File: src/rtl/tt_um_jimktrains_vslc_delay_arb_if.sv
// Handshake bundle between the VSLC requesters, the delay arbiter and the shared timer.
// The arbiter connects through the slave modport; requesters and the timer sit on the master side.
interface tt_um_jimktrains_vslc_delay_arb_if #(
   parameter int unsigned N_REQ = 4,
   parameter int unsigned WIDTH = 8
);
   logic [N_REQ-1:0]       req;
   logic [N_REQ*WIDTH-1:0] period;
   logic [N_REQ-1:0]       gnt;
   logic [N_REQ-1:0]       done;
   logic                   busy;
   logic [WIDTH-1:0]       timer_period;
   logic                   timer_enabled;
   logic                   timer_output;

   modport master (
      output req, period, timer_output,
      input  gnt, done, busy, timer_period, timer_enabled
   );

   modport slave (
      input  req, period, timer_output,
      output gnt, done, busy, timer_period, timer_enabled
   );
endinterface

File: src/rtl/tt_um_jimktrains_vslc_delay_arb.sv
// Shares one VSLC square-wave timer among N_REQ one-shot delay requesters (IDLE -> RUN -> DONE).
// Define VSLC_DELAY_ARB_PRIO_EN for fixed lowest-index priority; round-robin otherwise.
module tt_um_jimktrains_vslc_delay_arb #(
   parameter int unsigned N_REQ = 4,
   parameter int unsigned WIDTH = 8
) (
   input logic clk,
   input logic rst,
   tt_um_jimktrains_vslc_delay_arb_if.slave bus
);
   localparam int unsigned IDX_W = (N_REQ > 1) ? $clog2(N_REQ) : 1;

   typedef enum logic [1:0] {
      IDLE = 2'd0,
      RUN  = 2'd1,
      DONE = 2'd2
   } state_e;

   state_e           state_q;
   logic [N_REQ-1:0] gnt_q;
   logic [N_REQ-1:0] done_q;
   logic             busy_q;
   logic             en_q;
   logic [WIDTH-1:0] period_q;
   logic [IDX_W-1:0] idx_q;

   logic             win_vld_c;
   logic [IDX_W-1:0] win_idx_c;

`ifdef VSLC_DELAY_ARB_PRIO_EN
   // Lowest index wins: scan downward so the last hit is the smallest index.
   always_comb begin
      win_vld_c = 1'b0;
      win_idx_c = '0;
      for (int i = int'(N_REQ) - 1; i >= 0; i--) begin
         if (bus.req[IDX_W'(i)]) begin
            win_vld_c = 1'b1;
            win_idx_c = IDX_W'(i);
         end
      end
   end
`else
   logic [IDX_W-1:0] last_q;

   // First requester after last_q modulo N_REQ; scan offsets downward so the nearest wins.
   always_comb begin
      win_vld_c = 1'b0;
      win_idx_c = '0;
      for (int off = int'(N_REQ); off >= 1; off--) begin
         if (bus.req[IDX_W'((int'(last_q) + off) % int'(N_REQ))]) begin
            win_vld_c = 1'b1;
            win_idx_c = IDX_W'((int'(last_q) + off) % int'(N_REQ));
         end
      end
   end

   always_ff @(posedge clk or posedge rst) begin
      if (rst) begin
         last_q <= IDX_W'(N_REQ - 1);
      end else if (state_q == IDLE && win_vld_c) begin
         last_q <= win_idx_c;
      end
   end
`endif

   always_ff @(posedge clk or posedge rst) begin
      if (rst) begin
         state_q  <= IDLE;
         gnt_q    <= '0;
         done_q   <= '0;
         busy_q   <= 1'b0;
         en_q     <= 1'b0;
         period_q <= '0;
         idx_q    <= '0;
      end else begin
         case (state_q)
            IDLE: begin
               if (win_vld_c) begin
                  gnt_q    <= N_REQ'(1) << win_idx_c;
                  period_q <= bus.period[win_idx_c*WIDTH +: WIDTH];
                  en_q     <= 1'b1;
                  busy_q   <= 1'b1;
                  idx_q    <= win_idx_c;
                  state_q  <= RUN;
               end
            end
            RUN: begin
               // A dropped request aborts silently and wins over a same-edge completion.
               if (!bus.req[idx_q]) begin
                  gnt_q   <= '0;
                  en_q    <= 1'b0;
                  busy_q  <= 1'b0;
                  state_q <= IDLE;
               end else if (bus.timer_output) begin
                  en_q    <= 1'b0;
                  done_q  <= gnt_q;
                  gnt_q   <= '0;
                  state_q <= DONE;
               end
            end
            DONE: begin
               // One disabled cycle lets the timer drop its output before the next grant.
               done_q  <= '0;
               busy_q  <= 1'b0;
               state_q <= IDLE;
            end
            default: begin
               state_q <= IDLE;
            end
         endcase
      end
   end

   assign bus.gnt           = gnt_q;
   assign bus.done          = done_q;
   assign bus.busy          = busy_q;
   assign bus.timer_period  = period_q;
   assign bus.timer_enabled = en_q;
endmodule

File: src/flat_wrapper.sv
// flat-port wrapper written by rule: the top's interface ports become plain ports
module tt_um_jimktrains_vslc_delay_arb_flat 
#(
   parameter int unsigned N_REQ = 4,
   parameter int unsigned WIDTH = 8
)
  (clk, rst, bus_req, bus_period, bus_timer_output, bus_gnt, bus_done, bus_busy, bus_timer_period, bus_timer_enabled);
  tt_um_jimktrains_vslc_delay_arb_if #(.N_REQ(N_REQ), .WIDTH(WIDTH)) bus_i ();
  input logic clk;
  input logic rst;
  input wire logic [$bits(bus_i.req)-1:0] bus_req;
  input wire logic [$bits(bus_i.period)-1:0] bus_period;
  input wire logic [$bits(bus_i.timer_output)-1:0] bus_timer_output;
  output wire logic [$bits(bus_i.gnt)-1:0] bus_gnt;
  output wire logic [$bits(bus_i.done)-1:0] bus_done;
  output wire logic [$bits(bus_i.busy)-1:0] bus_busy;
  output wire logic [$bits(bus_i.timer_period)-1:0] bus_timer_period;
  output wire logic [$bits(bus_i.timer_enabled)-1:0] bus_timer_enabled;
  assign bus_i.req = bus_req;
  assign bus_i.period = bus_period;
  assign bus_i.timer_output = bus_timer_output;
  assign bus_gnt = bus_i.gnt;
  assign bus_done = bus_i.done;
  assign bus_busy = bus_i.busy;
  assign bus_timer_period = bus_i.timer_period;
  assign bus_timer_enabled = bus_i.timer_enabled;
  tt_um_jimktrains_vslc_delay_arb #(.N_REQ(N_REQ), .WIDTH(WIDTH)) u_core (.clk(clk), .rst(rst), .bus(bus_i));
endmodule
File: config.mk
export PLATFORM = sky130hd
export DESIGN_NAME = tt_um_jimktrains_vslc_delay_arb_flat
export DESIGN_NICKNAME = d
export VERILOG_FILES = /design/src/rtl/tt_um_jimktrains_vslc_delay_arb_if.sv /design/src/rtl/tt_um_jimktrains_vslc_delay_arb.sv /design/src/flat_wrapper.sv
export SDC_FILE = /design/constraint.sdc
export NUM_CORES = 1
export LEC_CHECK = 0
export BUFFER_PORTS_ARGS = -buffer_cell sky130_fd_sc_hd__buf_2
export CAP_MARGIN = 20
export CORE_ASPECT_RATIO = 1.5
export CORE_MARGIN = 4
export CORE_UTILIZATION = 30
export DETAILED_ROUTE_END_ITERATION = 10
export GPL_ROUTABILITY_DRIVEN = 0
export PLACE_DENSITY_LB_ADDON = 0.12
export REMOVE_ABC_BUFFERS = 1
export SLEW_MARGIN = 20
export SYNTH_ARGS = -nofsm -noshare
export SYNTH_HDL_FRONTEND = slang
export SYNTH_SLANG_ARGS = --single-unit
File: constraint.sdc
create_clock -name clk -period 1.9 [get_ports clk]
set_input_delay 0.095 -clock clk [delete_from_list [all_inputs] [get_ports clk]]
set_output_delay 0.095 -clock clk [all_outputs]
set_load 0.05 [all_outputs]
==> results of run 1 <==
## power groups by stage
stage                     clock network, W  registers [W]  logic, W
after floorplan                          0        0.00154  0.000843
after global placement                   0       0.000946   0.00196
after detailed placement                 0       0.000949   0.00198
after CTS                         0.000472       0.000945   0.00199
after global routing              0.000489       0.000975   0.00213
final                             0.000451       0.000942   0.00196
## final cells by class
type                            count  area share, %
Sequential cell                    24           33.2
Inverter                           11           2.27
Timing Repair Buffer               63           18.5
Multi-Input combinational cell     99           38.8
Tap cell                           48           3.31
Clock buffer                        3           2.27
Clock inverter                      1           1.65
## registers in the layout, indices dropped and copies added (netlist names)
name                      cells
u_core.bus.busy               1
u_core.bus.done               4
u_core.bus.gnt                4
u_core.bus.timer_enabled      1
u_core.bus.timer_period       8
u_core.idx_q                  2
u_core.last_q                 2
u_core.state_q                2
## cells in the final DEF, fill, tap and decap left out, drive strengths merged, types with 2 or more instances in the layout
cell type,synthesis,final
ha,4,4
mux2i,8,8
a22o,7,7
dfstp,2,2
nand2b,4,4
or2,2,2
a21oi,4,4
dfrtp,22,22
inv,11,11
clkbuf,1,3
nor2b,4,4
o21ai,5,5
nand2,10,10
buf,5,62
o2bb2ai,2,2
nor2,13,13
a31oi,8,8
a211oi,16,16
## stage by stage
step	TNS, ns	hold slack, ns	worst slack (ns)	std cells
6_report	0	0.131	0.168	249
3_3_place_gp	0	0.160	0.198	244
5_1_grt	0	0.128	0.00632	249
2_1_floorplan	-1.78	0.108	-0.198	134
3_5_place_dp	0	0.166	0.152	244
4_1_cts	0	0.121	0.146	249
## worst min-delay path by stage
stage                                       to  slack [ns]  cells past startpoint
floorplan                      u_core.bus.busy        0.11                      1
global placement    u_core.bus.timer_period[5]        0.16                      3
detailed placement  u_core.bus.timer_period[5]        0.17                      3
CTS                   u_core.bus.timer_enabled        0.12                      3
global route          u_core.bus.timer_enabled        0.13                      3
finish                u_core.bus.timer_enabled        0.13                      3
## per-layer routing
layer | vias up | track usage (%) | wire (microns)
met2 | 43 | 24.5 | 1970
met4 | 0 | 4.32 | 40
met5 | - | 0 | 0
met3 | 4 | 1.98 | 211
li1 | 630 | - | -
met1 | 608 | 15.0 | 1470
## worst min-delay path, cell delays in order
cell,delay (ns)
buf_2,0.11
nand2b_1,0.10
a21oi_1,0.06
## cells by family after synthesis
| group | Yosys count | synth area share [%] |
|---|---|---|
| flip-flops | 24 | 43.4 |
| adder cells (fa/ha/maj) | 4 | 3.60 |
| AND/OR/NAND/NOR | 39 | 14.1 |
| multiplexers | 9 | 7.39 |
| buffers and inverters | 17 | 5.86 |
| AO/OA/AOI/OAI | 47 | 25.6 |
## repair_timing
item,4_1_cts,5_1_grt
hold buffers,1,0
hold endpoints to repair,22,0
gates resized for setup,0,0
==> summary.txt, run 1 <==
Hold Fails Final Rpt -> 0
Setup crit start -> u_core.last_q[0]
Average wire per standard cell -> 14.8 microns
Total power -> 0.00335 W
Multi-input gate area -> 704 sq um
Max_cap viols -> 0
P_sw -> 0.00167 W
Syn Inst Count -> 140
Int Power -> 0.00168 W
Worst r2r path cells -> 5
Status -> completed
Most frequent cell after synthesis -> dfrtp_1
Initial Util -> 30.8%
R2R Path Start -> u_core.last_q[0]
RSZ-0062 raised after global routing -> false
GRT Util Overall -> 13.2%
Flop pwr share -> 28.1%
Core Util, Final -> 40.3%
Commonest cells in the netlist -> dfrtp_1 (22), a211oi_1 (16), nor2_1 (13)
Max VDD drop -> 0.000642 V
Routed via count -> 1285
# nets final -> 245
Drt initial violations -> 35
Hold Path Origin -> bus_timer_output
Startpoint Class -> register
Worst Path Required -> 2.05 ns
Achievable Freq -> 0.577 GHz
Power density cells -> 1850 nW/um^2
Hold Path Class -> in2reg
Area Overhead vs Synth -> 30.7%
Cell area after layout -> 1820 sq um
Layout Skew -> 0.00350 ns
DRT Wirelength -> 3690 microns
DR pass1 iterations -> 4
Initial antenna violation count -> 0
Share of cells above drive strength 1 -> 38.3%
First-pass GRT wire length -> 6070 microns
Critical Path Stages -> 5
Final Cycle Share -> 91.2%
Placed inst area -> 1730 sq um
Vias in the first global route -> 1332
CTS max path bufs -> 2
Cell taking the most area after synthesis -> dfrtp_1
Crit path to -> u_core.bus.timer_period[1]
Remaining Overflow, GRT -> 0
CP bufs+invs -> 0
Number of synthesized register bits -> 24
Drt via density -> 5.16
Core Footprint -> 4500 sq um
Crit Path Max Fanout -> 11
Critical R2R Capture -> u_core.bus.timer_period[1]
Largest net degree at the start of global routing -> 25
Seq/Total Area, Yosys -> 43.4%
Max-slew headroom -> 69.6%
Period minus WS final -> 1.73 ns
Slowest stage delay, CP -> 0.57 ns
Cells along the critical path -> nand2b_1, o221a_2, nand2_1, a211oi_1, a211oi_1
Slew Viols, Final -> 0
CTS tree -> built
Chip Height -> 91.3 microns
Cell variety after synth -> 35
H-Tree Depth -> 1
Slowest stage cell, crit path -> dfstp_2
Setup Viol. Count Final -> 0
Synthesized area per cell -> 9.92 sq um
Die Area -> 5800 sq um
Share of the synthesized area in the top cell type -> 39.6%
PortBufs -> 56
Sw Ratio -> 49.9%
Comb pwr share -> 58.4%
Clock root cell -> clkbuf_8
Top Ports -> 57
Register area -> 603 sq um
Clock share of power -> 13.5%
Final routed DRC violation total -> 0
Post-route ant nets -> 0
Die width -> 63.6 microns
Synth top area cells -> dfrtp_1 (40%), a211oi_1 (8.6%), mux2i_1 (5.8%)
Clock transition at path regs -> 0.09 ns
CP top delay family -> compound AO/OA/AOI/OAI gates
Capturing element type of the critical path -> register
Worst Tran Pin Value -> 0.453 ns
Leak -> 0.911 nW
# fillers -> 477
WS Path Type -> reg2reg
Cell mode on critical path -> a211oi_1
Clk sink count -> 24
Top FF cell, synth -> dfrtp_1
Reg2reg setup slack -> 0.17 ns
Mapped cell area -> 1390 sq um
Post-CTS setup buffer count -> 0
Ant diodes -> 0
CTS Buf Count -> 3
Number of synthesized flops with an enable pin -> 0
Arrival @ worst endpoint -> 1.88 ns
Clk_lat worst skew -> 0.27 ns
Total number of yosys warnings -> 0
Async SR Flop Fraction -> 100%
FP Rows -> 30
Detailed Place HPWL -> 2780 microns
Note: power is estimated with default switching activity, not from simulation.
==> run 2, diff against run 1 <==
Settings changed: CTS_CLUSTER_SIZE set to 40, RECOVER_POWER set to 100, REMOVE_ABC_BUFFERS 1 to not set.
==> summary.txt, run 2 (synthesis gave the netlist of run 1 again) <==
Status -> completed
Remaining Overflow, GRT -> 0
Sw Ratio -> 51.1%
Largest net degree at the start of global routing -> 21
Crit Path Max Fanout -> 11
Commonest non-fill, non-tap cell in the layout -> buf_2
Max-slew headroom -> 43.6%
Detailed Place HPWL -> 2990 microns
FP Rows -> 30
Max VDD drop -> 0.000581 V
Hold Path Class -> in2reg
Clock transition at path regs -> 0.09 ns
Power density cells -> 1850 nW/um^2
Top Usage Layer GRT -> met2
Setup Viol. Count Final -> 0
Die width -> 63.6 microns
Cells along the critical path -> nand2b_1, o221a_2, nand2_1, a211oi_1, a211oi_1
# nets final -> 245
Clock share of power -> 13.5%
DRT Wirelength -> 3840 microns
Achievable Freq -> 0.568 GHz
Final Cycle Share -> 92.7%
Clk_lat worst skew -> 0.26 ns
Cell mode on critical path -> a211oi_1
Average wire per standard cell -> 15.4 microns
Most frequent cells in the layout -> buf_2 (38), dfrtp_1 (22), clkbuf_1 (19)
GRT met3 Usage -> 1.73%
Startpoint Class -> register
Int Power -> 0.00162 W
Largest register FFs -> 8
Post-CTS resize count -> 0
Initial Util -> 30.8%
DR pass1 iterations -> 3
Drt via density -> 5.13
CTS tree -> built
Arrival @ worst endpoint -> 1.90 ns
Post-Place Worst Slack -> 0.145 ns
P_sw -> 0.00169 W
Die Area -> 5800 sq um
CTS max path bufs -> 2
Drt initial violations -> 48
Leak -> 0.848 nW
GRT Util Overall -> 13.9%
Post-CTS setup buffer count -> 0
Flop pwr share -> 28.7%
Core Footprint -> 4500 sq um
Comb pwr share -> 57.8%
Post-route ant nets -> 0
H-Tree Depth -> 1
Slowest stage delay, CP -> 0.57 ns
Vias in the first global route -> 1361
Fin worst setup slack -> 0.139 ns
Slowest stage cell, crit path -> dfstp_2
Capturing element type of the critical path -> register
First-pass GRT wire length -> 6420 microns
Final routed DRC violation total -> 0
Ant diodes -> 0
Period minus WS final -> 1.76 ns
PortBufs -> 56
Chip Height -> 91.3 microns
Total power -> 0.00331 W
Clock root cell -> clkbuf_8
# fillers -> 472
Finished Layout Cells -> 249
Core Util, Final -> 39.7%
Layout Skew -> 0.00227 ns
Max_cap viols -> 0
Routed via count -> 1278
RSZ-0062 raised after global routing -> false
Slew Viols, Final -> 0
Top Ports -> 57
Worst Path Required -> 2.04 ns
Area Overhead vs Synth -> 28.6%
Share of cells above drive strength 1 -> 28.9%
Met1 usage -> 15.5%
Placed Cells -> 244
Worst Tran Pin Value -> 0.845 ns
CTS Hold Bufs -> 1
Clk sink count -> 24
CTS Buf Count -> 3
Initial antenna violation count -> 0
Final setup TNS -> 0 ns
WS Path Type -> reg2reg
GRT met2 Usage -> 27.4%
Mapped Nets -> 183
Hold Fails Final Rpt -> 0
run 2: cell count changes in the layout (fill, tap and decap cells not counted), sizes merged:
cell / change
buf: -20
clkbuf: +20
run 2: stage by stage:
step	cell area, sq um	hold WS (ns)
floorplan	1390	0.108
global placement	1730	0.0890
detailed placement	1730	0.0904
CTS	1820	0.128
global route	1790	0.158
finish	1790	0.138
run 2: worst paths after layout:
path,start,endpoint,slack [ns],cells after the start
hold / removal,bus_timer_output,u_core.bus.timer_enabled,0.14,3
min in group asynchronous,rst,u_core.bus.done[2],0.34,3
setup reg to reg,u_core.last_q[0],u_core.bus.timer_period[7],0.14,5
setup / recovery,u_core.last_q[0],u_core.bus.timer_period[7],0.14,5
hold reg to reg,u_core.last_q[1],u_core.last_q[1],0.51,2
max in group asynchronous,rst,u_core.idx_q[1],0.49,4
run 2: power by group through the flow:
stage / clock (W) / combinational, W / sequential, W
2_1_floorplan: 0 / 0.000914 / 0.00154
3_3_place_gp: 0 / 0.00197 / 0.000948
3_5_place_dp: 0 / 0.00199 / 0.000960
4_1_cts: 0.000460 / 0.00199 / 0.000951
5_1_grt: 0.000484 / 0.00207 / 0.000990
6_report: 0.000446 / 0.00191 / 0.000951
run 2: layout make-up:
| class | instances | area [sq um] | area share (%) |
|---|---|---|---|
| repair buffers | 63 | 307 | 17.2 |
| clock inverters | 1 | 30.0 | 1.68 |
| flip-flops and latches | 24 | 603 | 33.8 |
| multi-input cells | 99 | 704 | 39.4 |
| inverters | 11 | 41.3 | 2.31 |
| well taps | 48 | 60.1 | 3.36 |
| clock buffers | 3 | 41.3 | 2.31 |
run 2: routing by layer:
| metal | wire (microns) | vias up |
|---|---|---|
| met5 | 0 | - |
| met4 | 16 | 0 |
| met2 | 2130 | 30 |
| li1 | - | 630 |
| met1 | 1540 | 616 |
| met3 | 160 | 2 |
run 2: worst max-delay path: cells and delay by family, from the launching register on:
kind / cells / cell delay (ns)
flops: 1 / 0.57
simple gates: 2 / 0.42
compound gates: 3 / 0.66
